===== src/rtl/sar_pkg.sv =====
// Shared definitions for the SAR ADC scan scheduler and the ADC datapath.
//   sched_state_t : scan scheduler FSM state encoding
//   SAR_DATA_W    : default ADC code width, shared with the ADC datapath
package sar_pkg;

  localparam int unsigned SAR_DATA_W = 10;

  typedef enum logic [2:0] {
    ST_IDLE    = 3'd0,
    ST_SELECT  = 3'd1,
    ST_TRACK   = 3'd2,
    ST_CONVERT = 3'd3,
    ST_OUTPUT  = 3'd4
  } sched_state_t;

endpackage


===== src/rtl/sar_chan_picker.sv =====
// Combinational finder for the lowest set bit of mask at index >= ptr.
//   mask  : latched channel enable mask
//   ptr   : first index eligible for selection (may equal NUM_CH = none left)
//   found : a set bit exists at or above ptr
//   index : lowest such bit position (0 when found is low)
module sar_chan_picker
  import sar_pkg::*;
#(
  parameter int unsigned NUM_CH = 4
) (
  input  logic [NUM_CH-1:0]           mask,
  input  logic [$clog2(NUM_CH+1)-1:0] ptr,
  output logic                        found,
  output logic [$clog2(NUM_CH)-1:0]   index
);

  localparam int unsigned CH_W  = $clog2(NUM_CH);
  localparam int unsigned PTR_W = $clog2(NUM_CH + 1);

  // Scan downwards so the last hit written is the lowest qualifying index.
  always_comb begin
    found = 1'b0;
    index = '0;
    for (int i = NUM_CH - 1; i >= 0; i--) begin
      if (mask[i] && (PTR_W'(i) >= ptr)) begin
        found = 1'b1;
        index = CH_W'(i);
      end
    end
  end

endmodule


===== src/rtl/sar_scan_scheduler.sv =====
// Round-robin scan controller sharing one SAR ADC among NUM_CH channels.
//   clk, reset           : clock, synchronous active-high reset
//   start, continuous    : begin a pass (IDLE only) / auto-restart at pass end
//   ch_enable            : channel mask, latched at each pass start
//   adc_mux_sel,adc_hold : analog mux select, 0 = track / 1 = hold-convert
//   adc_eoc, adc_code    : ADC end-of-conversion level and result code
//   res_valid/ready/channel/data : tagged result, valid/ready handshake
//   busy, timeout_err    : not IDLE / sticky conversion-abort flag
module sar_scan_scheduler
  import sar_pkg::*;
#(
  parameter int unsigned NUM_CH        = 4,
  parameter int unsigned DATA_W        = SAR_DATA_W,
  parameter int unsigned SAMPLE_CYCLES = 2,
  parameter int unsigned CONV_TIMEOUT  = 64
) (
  input  logic                      clk,
  input  logic                      reset,
  input  logic                      start,
  input  logic                      continuous,
  input  logic [NUM_CH-1:0]         ch_enable,
  output logic [$clog2(NUM_CH)-1:0] adc_mux_sel,
  output logic                      adc_hold,
  input  logic                      adc_eoc,
  input  logic [DATA_W-1:0]         adc_code,
  output logic                      res_valid,
  input  logic                      res_ready,
  output logic [$clog2(NUM_CH)-1:0] res_channel,
  output logic [DATA_W-1:0]         res_data,
  output logic                      busy,
  output logic                      timeout_err
);

  localparam int unsigned CH_W  = $clog2(NUM_CH);
  localparam int unsigned PTR_W = $clog2(NUM_CH + 1);
  localparam int unsigned TRK_W = (SAMPLE_CYCLES > 1) ? $clog2(SAMPLE_CYCLES) : 1;
  localparam int unsigned TO_W  = $clog2(CONV_TIMEOUT);

  sched_state_t      state;
  logic [NUM_CH-1:0] mask_q;
  logic [PTR_W-1:0]  ptr;
  logic [TRK_W-1:0]  trk_cnt;
  logic [TO_W-1:0]   to_cnt;
  logic              eoc_q;
  logic              eoc_rise;
  logic              pick_found;
  logic [CH_W-1:0]   pick_index;

  sar_chan_picker #(.NUM_CH(NUM_CH)) u_picker (
    .mask  (mask_q),
    .ptr   (ptr),
    .found (pick_found),
    .index (pick_index)
  );

  // eoc_q tracks adc_eoc every cycle, so a level already high on CONVERT entry is no edge.
  assign eoc_rise = adc_eoc & ~eoc_q;

  // Scheduler FSM with registered outputs.
  always_ff @(posedge clk) begin
    if (reset) begin
      state       <= ST_IDLE;
      mask_q      <= '0;
      ptr         <= '0;
      trk_cnt     <= '0;
      to_cnt      <= '0;
      eoc_q       <= 1'b0;
      adc_mux_sel <= '0;
      adc_hold    <= 1'b0;
      res_valid   <= 1'b0;
      res_channel <= '0;
      res_data    <= '0;
      busy        <= 1'b0;
      timeout_err <= 1'b0;
    end else begin
      eoc_q <= adc_eoc;
      case (state)
        ST_IDLE: begin
          if (start) begin
            mask_q      <= ch_enable;
            timeout_err <= 1'b0;
            ptr         <= '0;
            busy        <= 1'b1;
            state       <= ST_SELECT;
          end
        end
        ST_SELECT: begin
          if (pick_found) begin
            adc_mux_sel <= pick_index;
            ptr         <= PTR_W'(pick_index) + PTR_W'(1);
            trk_cnt     <= '0;
            state       <= ST_TRACK;
          end else if (continuous) begin
            // Pass ends; restart from channel 0 with a fresh mask.
            mask_q <= ch_enable;
            ptr    <= '0;
          end else begin
            busy  <= 1'b0;
            state <= ST_IDLE;
          end
        end
        ST_TRACK: begin
          if (trk_cnt == TRK_W'(SAMPLE_CYCLES - 1)) begin
            adc_hold <= 1'b1;
            to_cnt   <= '0;
            state    <= ST_CONVERT;
          end else begin
            trk_cnt <= trk_cnt + TRK_W'(1);
          end
        end
        ST_CONVERT: begin
          if (eoc_rise) begin
            res_data    <= adc_code;
            res_channel <= adc_mux_sel;
            res_valid   <= 1'b1;
            adc_hold    <= 1'b0;
            state       <= ST_OUTPUT;
          end else if (to_cnt == TO_W'(CONV_TIMEOUT - 1)) begin
            // Abort: flag the error, drop this channel, continue the pass.
            timeout_err <= 1'b1;
            adc_hold    <= 1'b0;
            state       <= ST_SELECT;
          end else begin
            to_cnt <= to_cnt + TO_W'(1);
          end
        end
        ST_OUTPUT: begin
          if (res_ready) begin
            res_valid <= 1'b0;
            state     <= ST_SELECT;
          end
        end
        default: begin
          busy  <= 1'b0;
          state <= ST_IDLE;
        end
      endcase
    end
  end

endmodule


===== config.mk =====
export PLATFORM = sky130hd
export DESIGN_NAME = sar_scan_scheduler
export DESIGN_NICKNAME = d
export VERILOG_FILES = /design/src/rtl/sar_pkg.sv /design/src/rtl/sar_chan_picker.sv /design/src/rtl/sar_scan_scheduler.sv
export SDC_FILE = /design/constraint.sdc
export NUM_CORES = 1
export LEC_CHECK = 0
export BUFFER_PORTS_ARGS = -buffer_cell sky130_fd_sc_hd__buf_2
export CORE_MARGIN = 1
export CORE_UTILIZATION = 35
export DETAILED_ROUTE_END_ITERATION = 10
export GPL_TIMING_DRIVEN = 0
export PLACE_DENSITY = 0.55
export SLEW_MARGIN = 0
export SYNTH_ARGS = -nofsm -noshare
export SYNTH_HDL_FRONTEND = slang
export SYNTH_HIERARCHICAL = 1
export SYNTH_SLANG_ARGS = --single-unit

===== constraint.sdc =====
create_clock -name clk -period 2.43 [get_ports clk]
set_clock_uncertainty 0.2 [all_clocks]
set_input_delay 0.3645 -clock clk [delete_from_list [all_inputs] [get_ports clk]]
set_output_delay 0.3645 -clock clk [all_outputs]
set_load 0.005 [all_outputs]

* Word level (Yosys, flattened, before mapping)
Index checks and enable logic that the tools add are counted.
** Operators by class
- Add/sub/neg operators :: 3
- Equality and inequality tests :: 19
- Magnitude comparators :: 4
- Bitwise operators :: 3
- Reductions and logical operators :: 22
- Mux-type cells :: 46
** Operator list (number)
- $mux W3 :: 10
- $ne A2 B2 Y1 const B :: 11
- $mux W6 :: 3
- $mux W1 :: 17
- $reduce_and A4 Y1 :: 4
- $pmux W3 S5 :: 1
- $mux W4 :: 3
- $pmux W6 S2 :: 1
- $reduce_bool A2 Y1 :: 5
- $ne A3 B3 Y1 const B :: 3
- $reduce_and A3 Y1 :: 3
- $mux W2 :: 4
- $pmux W1 S2 :: 4
- $pmux W4 S2 :: 1
- $add A6 B1 Y6 const B :: 1
- $eq A3 B2 Y1 const B :: 2
- $eq A6 B6 Y1 const B :: 1
- $ge A1 B3 Y1 const A :: 2
- $ge A2 B3 Y1 const A :: 2
- $pmux W3 S2 :: 1
- $reduce_and A2 Y1 :: 3
- $reduce_and A5 Y1 :: 1
- $logic_and A1 B1 Y1 :: 4
- $add A2 B1 Y3 const B :: 1
- 8 further kinds :: 9
** Word-level totals
- Output and inout bits :: 18
- Logic and storage cells :: 110
- Register bits :: 36

* Depth between registers and ports, before layout
Gate-level depths: netlist (run 1).
- Word-level depth :: 9
- Depth in mapped cells :: 7
- Mapped depth without buffers :: 7

* By module
Netlist (run 1), hierarchy kept.
** Modules (own cells, without submodules)
- sar_scan_scheduler :: area an instance 1554.0 um^2, times used 1, seq. area each 720.7 um^2, cells an instance 185
- sar_chan_picker :: area an instance 67.6 um^2, times used 1, seq. area each 0.0 um^2, cells an instance 11

* Least setup slack after synthesis (run 1)
No wires, ideal clock.
- Path type :: register to register
- Start :: register ptr[1]
- End :: register mask_q[0]
- Period minus slack after synthesis :: 1.818 ns
- Stages on the path, launching flop included :: 8
- Arrival time :: 1.491 ns
- Data required time :: 2.102 ns
- Slack :: 0.612 ns
- Cells stage by stage :: dfxtp_1 a21bo_1 a21o_1 nand2_1 nand3b_1 a21boi_1 mux2i_1 nor2_1
** Between the ends
- Longest elaborated chain between the ends :: 8
- Elaborated cells on any way between the ends :: 14
- Those cells by class :: order compare: 4; eq/ne: 1; mux: 4; reduce/logical: 5
** RTL lines
- start: declaration :: line sar_scan_scheduler.sv:41 : logic [PTR_W-1:0] ptr;
- start signal: assignment :: line sar_scan_scheduler.sv:90 : ptr <= PTR_W'(pick_index) + PTR_W'(1);
- $ge A2 B3 Y1 :: line sar_chan_picker.sv:25 : if (mask[i] && (PTR_W'(i) >= ptr)) begin
- $logic_and A1 B1 Y1 :: line sar_chan_picker.sv:25
- $mux W1 (3 in a row) :: line sar_chan_picker.sv:25
- $mux W1 (*) :: line sar_chan_picker.sv:25
- net pick_found :: line sar_scan_scheduler.sv:46 : logic pick_found;
- $ne A2 B2 Y1 (no line) (*)
- $reduce_and A4 Y1 (no line) (*)
- end signal: assignment :: line sar_scan_scheduler.sv:80 : mask_q <= ch_enable;
- end signal: assignment :: line sar_scan_scheduler.sv:95 : mask_q <= ch_enable;
- end: declaration :: line sar_scan_scheduler.sv:40 : logic [NUM_CH-1:0] mask_q;
The timed path passes the listed nets; every way through them passes the cells marked *.
A chain may end at the register's enable or synchronous reset.

* Worst setup path in the final report (run 1)
- Start :: register ptr[1]
- End :: register mask_q[3]
The elaborated chain is that of the path after synthesis.

==> results of run 1 <==
## cells in the mapped netlist (all sizes together)
| cell type | number |
|---|---|
| o21ai | 5 |
| a21bo | 1 |
| clkbuf | 8 |
| nand3b | 4 |
| mux2i | 7 |
| or4 | 3 |
| a22oi | 3 |
| or2 | 1 |
| buf | 3 |
| nor3b | 1 |
| a211oi | 1 |
| nor2 | 19 |
| a221oi | 1 |
| nand3 | 4 |
| a21o | 1 |
| a21boi | 1 |
| o31a | 1 |
| nor4bb | 1 |
| a211o | 2 |
| and4bb | 1 |
| a21oi | 25 |
| o31ai | 5 |
| ha | 2 |
| nand2b | 3 |
| inv | 4 |
| dfxtp | 36 |
| nor3 | 3 |
| o21a | 3 |
| nand2 | 33 |
| o32a | 1 |
| nor4 | 2 |
| a2bb2oi | 1 |
| or3 | 2 |
| nor2b | 7 |
| nand4bb | 1 |
## flip-flops by register name (all words and copies together), names as in the netlist
register     count
adc_mux_sel      2
res_data        10
timeout_err      1
eoc_q            1
adc_hold         1
res_valid        1
mask_q           4
trk_cnt          1
busy             1
ptr              3
state            3
to_cnt           6
res_channel      2
## final timing paths
check	startpoint	cells after the start	to
hold reg to reg	res_data[0]$_SDFFE_PP0P_	2	res_data[0]$_SDFFE_PP0P_
hold / removal	adc_eoc	2	eoc_q$_SDFF_PP0_
setup reg to reg	ptr[1]$_SDFFE_PP0P_	7	mask_q[3]$_SDFFE_PP0P_
setup / recovery	ptr[1]$_SDFFE_PP0P_	7	mask_q[3]$_SDFFE_PP0P_
## power breakdown
| part | total, µW | internal, µW | switching [µW] |
|---|---|---|---|
| logic | 231 | 104 | 127 |
| registers | 639 | 618 | 21.0 |
| clock network | 454 | 252 | 202 |
## worst reg2reg max path: stages (launching register included)
cell,delay (ns)
dfxtp_1,0.38
a21bo_1,0.15
a21o_1,0.15
nand2_1,0.16
nand3b_1,0.20
a21boi_1,0.42
mux2i_1,0.24
nor2_1,0.05
## per-stage QoR
stage               instance area [µm²]  hold slack (ns)  power, µW  util (%)  setup WS, ns
floorplan                          1622           0.2434      817.7         -        0.6116
CTS                                1968          0.09636       1341     44.59        0.3715
detailed placement                 1872           0.2435      882.0     42.40        0.3874
global placement                   1872           0.2389      882.8     42.40        0.3819
finish                             1968          0.09987       1324     44.59        0.3620
global route                       1968          0.09799       1405     44.59        0.1924
## placed cells by master (no fill, tap or decap), types with 4 or more instances in the layout
cell type  instances
a21oi_1           25
nand3_1            4
o31ai_1            5
dfxtp_1           36
inv_1              4
buf_2             39
nor2b_1            6
mux2i_1            7
nand3b_1           4
clkbuf_1           8
clkbuf_8           7
nor2_1            19
nand2_1           33
o21ai_0            4
## kinds of logic after synthesis
logic type,after synthesis
simple gates,85
fa+ha+maj,2
flops,36
compound gates,51
buf+inv,15
mux,7
## metal layers
layer / GRT usage, % / wire length, µm / vias to the layer above
li1: - / - / 776
met1: 21.29 / 1799 / 653
met2: 23.82 / 1541 / 25
met3: 4.329 / 132 / 6
met4: 8.667 / 74 / 0
met5: 0 / 0 / -
## final cells by class
type                            count  area, µm²  area share [%]
Sequential cell                    36      720.7           36.62
Inverter                            4      15.01          0.7629
Clock buffer                        7      96.34           4.895
Buffer                             11      51.30           2.606
Tap cell                           52      65.06           3.306
Timing Repair Buffer               37      185.2           9.409
Multi-Input combinational cell    145      834.6           42.40
==> metrics.csv, run 1 <==
metric,value,unit
Post-CTS Setup Bufs,0,
simple-gate share of the synthesized area,25.93,%
CP max FO,8,
run status,"finished, final reports clean",
CTS root buffer,clkbuf_8,
Cell Rows,24,
"Seq/Total Area, Yosys",44.44,%
via count,1460,
Pre-antenna DRT Iters,4,
Starting DRT DRC Count,73,
initial antenna violation count,0,
Mapped Cells,196,
worst path required time,2.40,ns
clock slew at reported path FFs,0.07,ns
Top Ports,38,
Starting Density,36.73,%
n_diodes,0,
DRC Markers,0,
total CTS buffers,5,
I/O Buffers,37,
CP Launch Type,flop,
Hold Buf Count CTS,0,
clock latency on the worst-skew pair,0.29,ns
largest net degree at the start of global routing,11,
Max Root-Sink Buffers,2,
number of global-route vias before repair,1372,
CTS tree,built,
first-pass GRT wire length,6237,µm
fin crit period,2.068,ns
final WL,3548,µm
Yosys top cell by area,dfxtp_1,
Synthesized Nets,218,
Max-Cap Viols,0,
Final TNS setup,0,ns
HPWL Detailed,2543,µm
area share of the largest cell type after synthesis,44.44,%
Yosys warning count,6,
mux cell area share after synthesis,4.321,%
post-synthesis instance area,1622,µm²
die span in x,70.07,µm
adder-cell area share of the yosys netlist,1.543,%
setup violators final,0,
Global Route Usage Sum,16.12,%
core footprint,4414,µm²
H-Tree Depth,2,
FMAX,483.6,MHz
placed cells,285,
Crit Path Class,reg -> reg,
DR WL/cell,12.15,µm
die height,70.07,µm
P_leak,0.0007712,µW
post-route insts no fill,292,
Fillers,466,
critical path's slowest cell,a21boi_1,
ANT nets after route,0,
Worst Max-Slew Pin Slew,0.6342,ns
relative slew slack,57.14,%
CP peak stage delay,0.42,ns
crit-path leading delay family,compound AO/OA/AOI/OAI gates,
syn_area_per_cell,8.273,µm²
Seq cells post-synth,36,
distinct cell type count of the synthesized netlist,38,
RSZ-0062 raised after global routing,false,
CP cell instances,a21bo_1 -> a21o_1 -> nand2_1 -> nand3b_1 -> a21boi_1 -> mux2i_1 -> nor2_1,
Worst Hold Class,in -> reg,
CTS resizes,0,
post-synthesis compound-gate area fraction,19.68,%
Reg2Reg Setup Slack,0.36,ns
number of hold violations in the final report,0,
layout cells sized above 1,20.83,%
largest family of logic cells by synthesized area,simple AND/OR/NAND/NOR gates,
grt ovf,0,
vias per inst,5.000,
ranking of synthesized cells by area,"dfxtp_1, a21oi_1, nand2_1",
pwr/cell area,672.9,nW/µm²
final worst-path cycle share,85.10,%
Peak VDD IR,0.0003927,V
area growth from synthesis to layout,21.37,%
clk sink count,36,
worst endpoint data arrival time,2.04,ns
xor-xnor portion of the synthesized cell area,0,%
GPL Wtd Cong,0.7766,
"Net count, final",262,
Final Max Slew Viols,0,
Critical Path End Type,flop,
worst path bufs/invs,0,
full die area,4909,µm²
Note: power is estimated with default switching activity, not from simulation.
==> inputs of run 2 (changes only) <==
--- a/config.mk
+++ b/config.mk
@@ -5,12 +5,12 @@
 export SDC_FILE = /design/constraint.sdc
 export NUM_CORES = 1
 export LEC_CHECK = 0
-export BUFFER_PORTS_ARGS = -buffer_cell sky130_fd_sc_hd__buf_2
 export CORE_MARGIN = 1
 export CORE_UTILIZATION = 35
 export DETAILED_ROUTE_END_ITERATION = 10
+export DONT_BUFFER_PORTS = 1
 export GPL_TIMING_DRIVEN = 0
-export PLACE_DENSITY = 0.55
+export PLACE_DENSITY = 0.48
 export SLEW_MARGIN = 0
 export SYNTH_ARGS = -nofsm -noshare
 export SYNTH_HDL_FRONTEND = slang
==> metrics.csv, run 2 (synthesis gave the netlist of run 1 again) <==
metric,value,unit,change
"commonest non-fill, non-tap cell in the layout",dfxtp_1,,
fin crit period,2.080,ns,+0.01230 ns
"Most flops, register",res_data,,
CP Launch Type,flop,,
CTS resizes,0,,unchanged
Starting DRT DRC Count,114,,+56%
CP max FO,8,,unchanged
Final Max Slew Viols,0,,unchanged
full die area,4909,µm²,unchanged
initial antenna violation count,0,,unchanged
reg2reg start,ptr[1]$_SDFFE_PP0P_,,
number of global-route vias before repair,1430,,+4.2%
pwr/cell area,718.2,nW/µm²,+6.7%
clock slew at reported path FFs,0.07,ns,about the same
clock latency on the worst-skew pair,0.28,ns,about the same
DRC Markers,0,,unchanged
Pre-antenna DRT Iters,4,,unchanged
HPWL Detailed,2665,µm,+4.8%
P_leak,0.0005975,µW,-23%
DR WL/cell,14.39,µm,+18%
Worst Hold Class,in -> reg,,
post-route insts no fill,256,,-12%
vias per inst,5.477,,+9.5%
Peak VDD IR,0.0003467,V,-12%
layout cells sized above 1,6.863,%,-14 points
Total Power,1278,µW,-3.5%
RSZ-0062 raised after global routing,false,,
total CTS buffers,5,,unchanged
post-route cell area,1779,µm²,-9.6%
die height,70.07,µm,unchanged
Critical Path End Type,flop,,
Hold Buf Count CTS,0,,unchanged
relative slew slack,61.32,%,+4.2 points
"Net count, final",225,,-14%
Max Root-Sink Buffers,2,,unchanged
grt ovf,0,,unchanged
CP cell instances,a21bo_1 -> a21o_1 -> nand2_1 -> nand3b_1 -> a21boi_1 -> mux2i_1 -> nor2_1,,
core footprint,4414,µm²,unchanged
placed cells,248,,-13%
final worst-path cycle share,85.61,%,+0.51 points
ANT nets after route,0,,unchanged
n_diodes,0,,unchanged
Final TNS setup,0,ns,unchanged
largest net degree at the start of global routing,12,,+1
worst path required time,2.39,ns,about the same
H-Tree Depth,2,,unchanged
"commonest cells after routing, fill and taps aside","dfxtp_1, nand2_1, a21oi_1",,
first-pass GRT wire length,6403,µm,+2.7%
clk sink count,36,,unchanged
Starting Density,36.73,%,unchanged
GPL Wtd Cong,0.7843,,+0.99%
CP peak stage delay,0.42,ns,about the same
Global Route Usage Sum,16.29,%,+0.18 points
Post-CTS Setup Bufs,0,,unchanged
post-route core utilization,40.31,%,-4.3 points
worst endpoint data arrival time,2.04,ns,about the same
area growth from synthesis to layout,9.722,%,
Top Registers,"res_data: 10 flops, to_cnt: 6 flops, mask_q: 4 flops",,
Cell Rows,24,,unchanged
setup violators final,0,,unchanged
CTS tree,built,,
Worst Max-Slew Pin Slew,0.5724,ns,-0.06184 ns
final WL,3685,µm,+3.9%
number of hold violations in the final report,0,,unchanged
CTS root buffer,clkbuf_8,,
critical path's slowest cell,a21boi_1,,
FMAX,480.7,MHz,-0.59%
die span in x,70.07,µm,unchanged
Crit Path Class,reg -> reg,,
HP Start,adc_eoc,,
Critical path origin,ptr[1]$_SDFFE_PP0P_,,
run status,"finished, final reports clean",,
I/O Buffers,0,,-100%
Max-Cap Viols,0,,unchanged
Top Ports,38,,unchanged
Largest register FFs,10,,unchanged
DP Area,1687,µm²,-9.9%
via count,1402,,-4.0%
-- run 2: layout make-up --
cell class                 count  area, µm²
fill                         456       2635
buffer                        11      51.30
clock buffer                   6      82.58
sequential                    36      720.7
inverter                       4      15.01
clock inverter                 2      10.01
tap                           52      65.06
multi-input combinational    145      834.6
-- run 2: worst max-delay path: cells and delay by family (launching register included) --
| family | cells | cell delay (ns) |
|---|---|---|
| compound gates | 3 | 0.72 |
| simple gates | 3 | 0.42 |
| flops | 1 | 0.38 |
| mux | 1 | 0.25 |
-- run 2: final timing paths --
check / endpoint / slack [ns] / depth (start not counted)
worst max-delay path: mask_q[1]$_SDFFE_PP0P_ / 0.35 / 7
worst max register to register: mask_q[1]$_SDFFE_PP0P_ / 0.35 / 7
worst min-delay path: eoc_q$_SDFF_PP0_ / 0.01 / 1
worst min register to register: res_channel[0]$_SDFFE_PP0P_ / 0.27 / 2
-- run 2: power by group --
group	internal [µW]	total (µW)	switching (µW)
logic	89.4	208	119
clock network	226	429	203
registers	618	641	23.3
total	933	1280	345
-- run 2: layer usage --
layer	vias to the layer above	wire length, µm	global-route usage, %	part of all wire (%)
li1	700	-	-	-
met1	667	1715	19.87	47
met2	29	1728	27.24	47
met3	6	196	5.483	5.3
met4	0	44	4.667	1.2
met5	-	0	0	0
-- run 2: through the flow --
step                      hold slack (ns)  worst slack [ns]
final                             0.01231            0.3497
after global routing             0.008510            0.1653
after CTS                        0.003651            0.3183
after detailed placement           0.2645            0.3495
after global placement             0.2605            0.3677
after floorplan                    0.2434            0.6116
==> inputs of run 3 (changes only) <==
--- a/config.mk
+++ b/config.mk
@@ -6,13 +6,13 @@
 export NUM_CORES = 1
 export LEC_CHECK = 0
 export CORE_MARGIN = 1
-export CORE_UTILIZATION = 35
+export CORE_UTILIZATION = 60
 export DETAILED_ROUTE_END_ITERATION = 10
 export DONT_BUFFER_PORTS = 1
 export GPL_TIMING_DRIVEN = 0
-export PLACE_DENSITY = 0.48
+export PLACE_DENSITY = 0.75
+export RECOVER_POWER = 50
 export SLEW_MARGIN = 0
 export SYNTH_ARGS = -nofsm -noshare
 export SYNTH_HDL_FRONTEND = slang
-export SYNTH_HIERARCHICAL = 1
 export SYNTH_SLANG_ARGS = --single-unit
==> metrics.csv, run 3 <==
metric,value,unit,change
fin crit period,1.990,ns,-0.09068 ns
"Net count, final",238,,+5.8%
placed cells,224,,-9.7%
adder-cell area share of the yosys netlist,1.441,%,-0.10 points
full die area,3114,µm²,-37%
FF-to-FF path depth,6,,-1
Peak VDD IR,0.0007737,V,+120%
"commonest non-fill, non-tap cell in the layout",dfxtp_1,,
Worst Max-Slew Pin Slew,0.6023,ns,+0.02985 ns
final WL,3602,µm,-2.3%
ranking of synthesized cells by area,"dfxtp_1, nand2_1, a21oi_1",,
Starting Density,62.98,%,+26 points
I/O Buffers,0,,unchanged
clk sink count,36,,unchanged
Mapped Cells,193,,-1.5%
Largest register FFs,10,,unchanged
clock slew at reported path FFs,0.11,ns,+0.04 ns
CTS root buffer,clkbuf_4,,
Yosys warning count,0,,-6
CTS tree,built,,
Max Root-Sink Buffers,2,,unchanged
Final TNS setup,0,ns,unchanged
mux cell area share after synthesis,3.458,%,-0.86 points
GPL Wtd Cong,0.8778,,+12%
Cell Rows,19,,-21%
Global Route Usage Sum,25.98,%,+9.7 points
distinct cell type count of the synthesized netlist,54,,+42%
Seq cells post-synth,36,,unchanged
Critical path origin,state[1]$_SDFFE_PP0P_,,
run status,"finished, final reports clean",,
syn_area_per_cell,8.998,µm²,+8.8%
fraction of registers with async set/reset,0,%,unchanged
worst endpoint data arrival time,2.08,ns,+0.04 ns
n_diodes,0,,unchanged
end point of the critical path,ptr[0]$_SDFFE_PP0P_,,
Top Ports,38,,unchanged
"Seq/Total Area, Yosys",41.50,%,-2.9 points
"Most flops, register",res_data,,
DR WL/cell,14.52,µm,+0.90%
number of global-route vias before repair,1442,,+0.84%
H-Tree Depth,2,,unchanged
die span in x,55.80,µm,-20%
largest net degree at the start of global routing,13,,+1
worst path required time,2.52,ns,+0.13 ns
Starting DRT DRC Count,72,,-37%
"commonest cells after routing, fill and taps aside","dfxtp_1, nand2_1, a21oi_1",,
Pre-antenna DRT Iters,4,,unchanged
Final Max Slew Viols,0,,unchanged
number of hold violations in the final report,0,,unchanged
RSZ-0062 raised after global routing,false,,
area growth from synthesis to layout,15.49,%,
grt ovf,0,,unchanged
total CTS buffers,5,,unchanged
vias per inst,5.863,,+7.1%
CP max FO,8,,unchanged
CP Launch Type,flop,,
DRC Markers,0,,unchanged
reg-to-reg endpoint,ptr[0]$_SDFFE_PP0P_,,
post-route insts no fill,248,,-3.1%
post-synthesis compound-gate area fraction,20.17,%,+0.50 points
most frequent cells after synthesis,"dfxtp_1, nand2_1, a21oi_1",,
Post-synth EDFFs,0,,unchanged
via count,1454,,+3.7%
xor-xnor portion of the synthesized cell area,2.017,%,+2.0 points
reg2reg start,state[1]$_SDFFE_PP0P_,,
clock latency on the worst-skew pair,0.34,ns,+0.06 ns
Yosys top cell by area,dfxtp_1,,
Max-Cap Viols,0,,unchanged
initial antenna violation count,0,,unchanged
pwr/cell area,776.4,nW/µm²,+8.1%
HPWL Detailed,2496,µm,-6.4%
Post-synth top flop,dfxtp_1,,
largest family of logic cells by synthesized area,simple AND/OR/NAND/NOR gates,,
FMAX,502.6,MHz,+4.6%
CTS resizes,0,,unchanged
Top Registers,"res_data: 10 flops, to_cnt: 6 flops, mask_q: 4 flops",,
Critical Path End Type,flop,,
area share of the largest cell type after synthesis,41.50,%,-2.9 points
ANT nets after route,0,,unchanged
P_leak,0.0007406,µW,+24%
most common cell in the synthesized netlist,dfxtp_1,,
post-synthesis instance area,1737,µm²,+7.1%
Crit Path Class,reg -> reg,,
Synthesized Nets,215,,-1.4%
Reg2Reg Setup Slack,0.44,ns,+0.09 ns
simple-gate share of the synthesized area,26.44,%,+0.51 points
core footprint,2758,µm²,-38%
die height,55.80,µm,-20%
first-pass GRT wire length,6389,µm,-0.22%
final worst-path cycle share,81.88,%,-3.7 points
relative slew slack,59.49,%,-1.8 points
layout cells sized above 1,13.36,%,+6.5 points
setup violators final,0,,unchanged
Post-CTS Setup Bufs,0,,unchanged
Worst Hold Class,in -> reg,,
## run 3: logic make-up after synthesis
group | count (synthesis)
xor+xnor | 4
mux | 6
flops | 36
fa+ha+maj | 2
compound gates | 48
simple gates | 82
buf+inv | 15
## run 3: how the worst min path moves through the flow
stage | from | to | slack [ns] | cells past startpoint
2_1_floorplan | res_channel[0]$_SDFFE_PP0P_ | res_channel[0]$_SDFFE_PP0P_ | 0.25 | 2
3_3_place_gp | res_data[8]$_SDFFE_PP0P_ | res_data[8]$_SDFFE_PP0P_ | 0.26 | 2
3_5_place_dp | res_data[5]$_SDFFE_PP0P_ | res_data[5]$_SDFFE_PP0P_ | 0.27 | 2
4_1_cts | start | busy$_SDFFE_PP0P_ | 0.08 | 2
5_1_grt | start | busy$_SDFFE_PP0P_ | 0.08 | 2
6_report | start | busy$_SDFFE_PP0P_ | 0.1 | 2
## run 3: routing by layer
| metal | vias to the layer above | part of all wire, % | global-route usage (%) |
|---|---|---|---|
| met2 | 46 | 50 | 44.75 |
| met1 | 681 | 44 | 31.60 |
| li1 | 723 | - | - |
| met5 | - | 0 | 0 |
| met4 | 0 | 0.81 | 8.571 |
| met3 | 4 | 5.4 | 6.512 |
## run 3: metrics by stage
stage               utilization (%)  power, µW  hold slack, ns  instance area [µm²]  setup WS [ns]
floorplan                         -       1048          0.2527                 1737         0.7530
global placement              64.38       1108          0.2608                 1775         0.6846
detailed placement            64.38       1126          0.2654                 1775         0.6327
CTS                           73.09       1567         0.08327                 2016         0.6192
global route                  72.73       1644         0.08394                 2006         0.3433
finish                        72.73       1557         0.09523                 2006         0.4404
## run 3: repair_timing
action	CTS	global route
setup endpoints to repair	0	0
hold buffers	16	0
endpoints found under the hold margin	16	0
## run 3: cell type report
cell class / count / area [µm²]
multi-input cells: 142 / 925.9
fillers: 210 / 752.0
flip-flops and latches: 36 / 720.7
repair buffers: 16 / 160.2
plain buffers: 10 / 61.31
clock inverters: 3 / 42.54
well taps: 31 / 38.79
clock buffers: 5 / 37.54
inverters: 5 / 18.77
## run 3: worst max-delay path: stages, from the launching register on
cell and delay, ns:
dfxtp_1 0.32, buf_6 0.13, nor2_2 0.17, and2_4 0.19, a21boi_0 0.51, nor2b_4 0.28
a22o_1 0.15
## run 3: power by group
| part | leakage [µW] | internal [µW] | switching, µW |
|---|---|---|---|
| logic | 0.000408 | 205 | 249 |
| clock network | 0.0000412 | 214 | 210 |
| registers | 0.000292 | 636 | 42.8 |
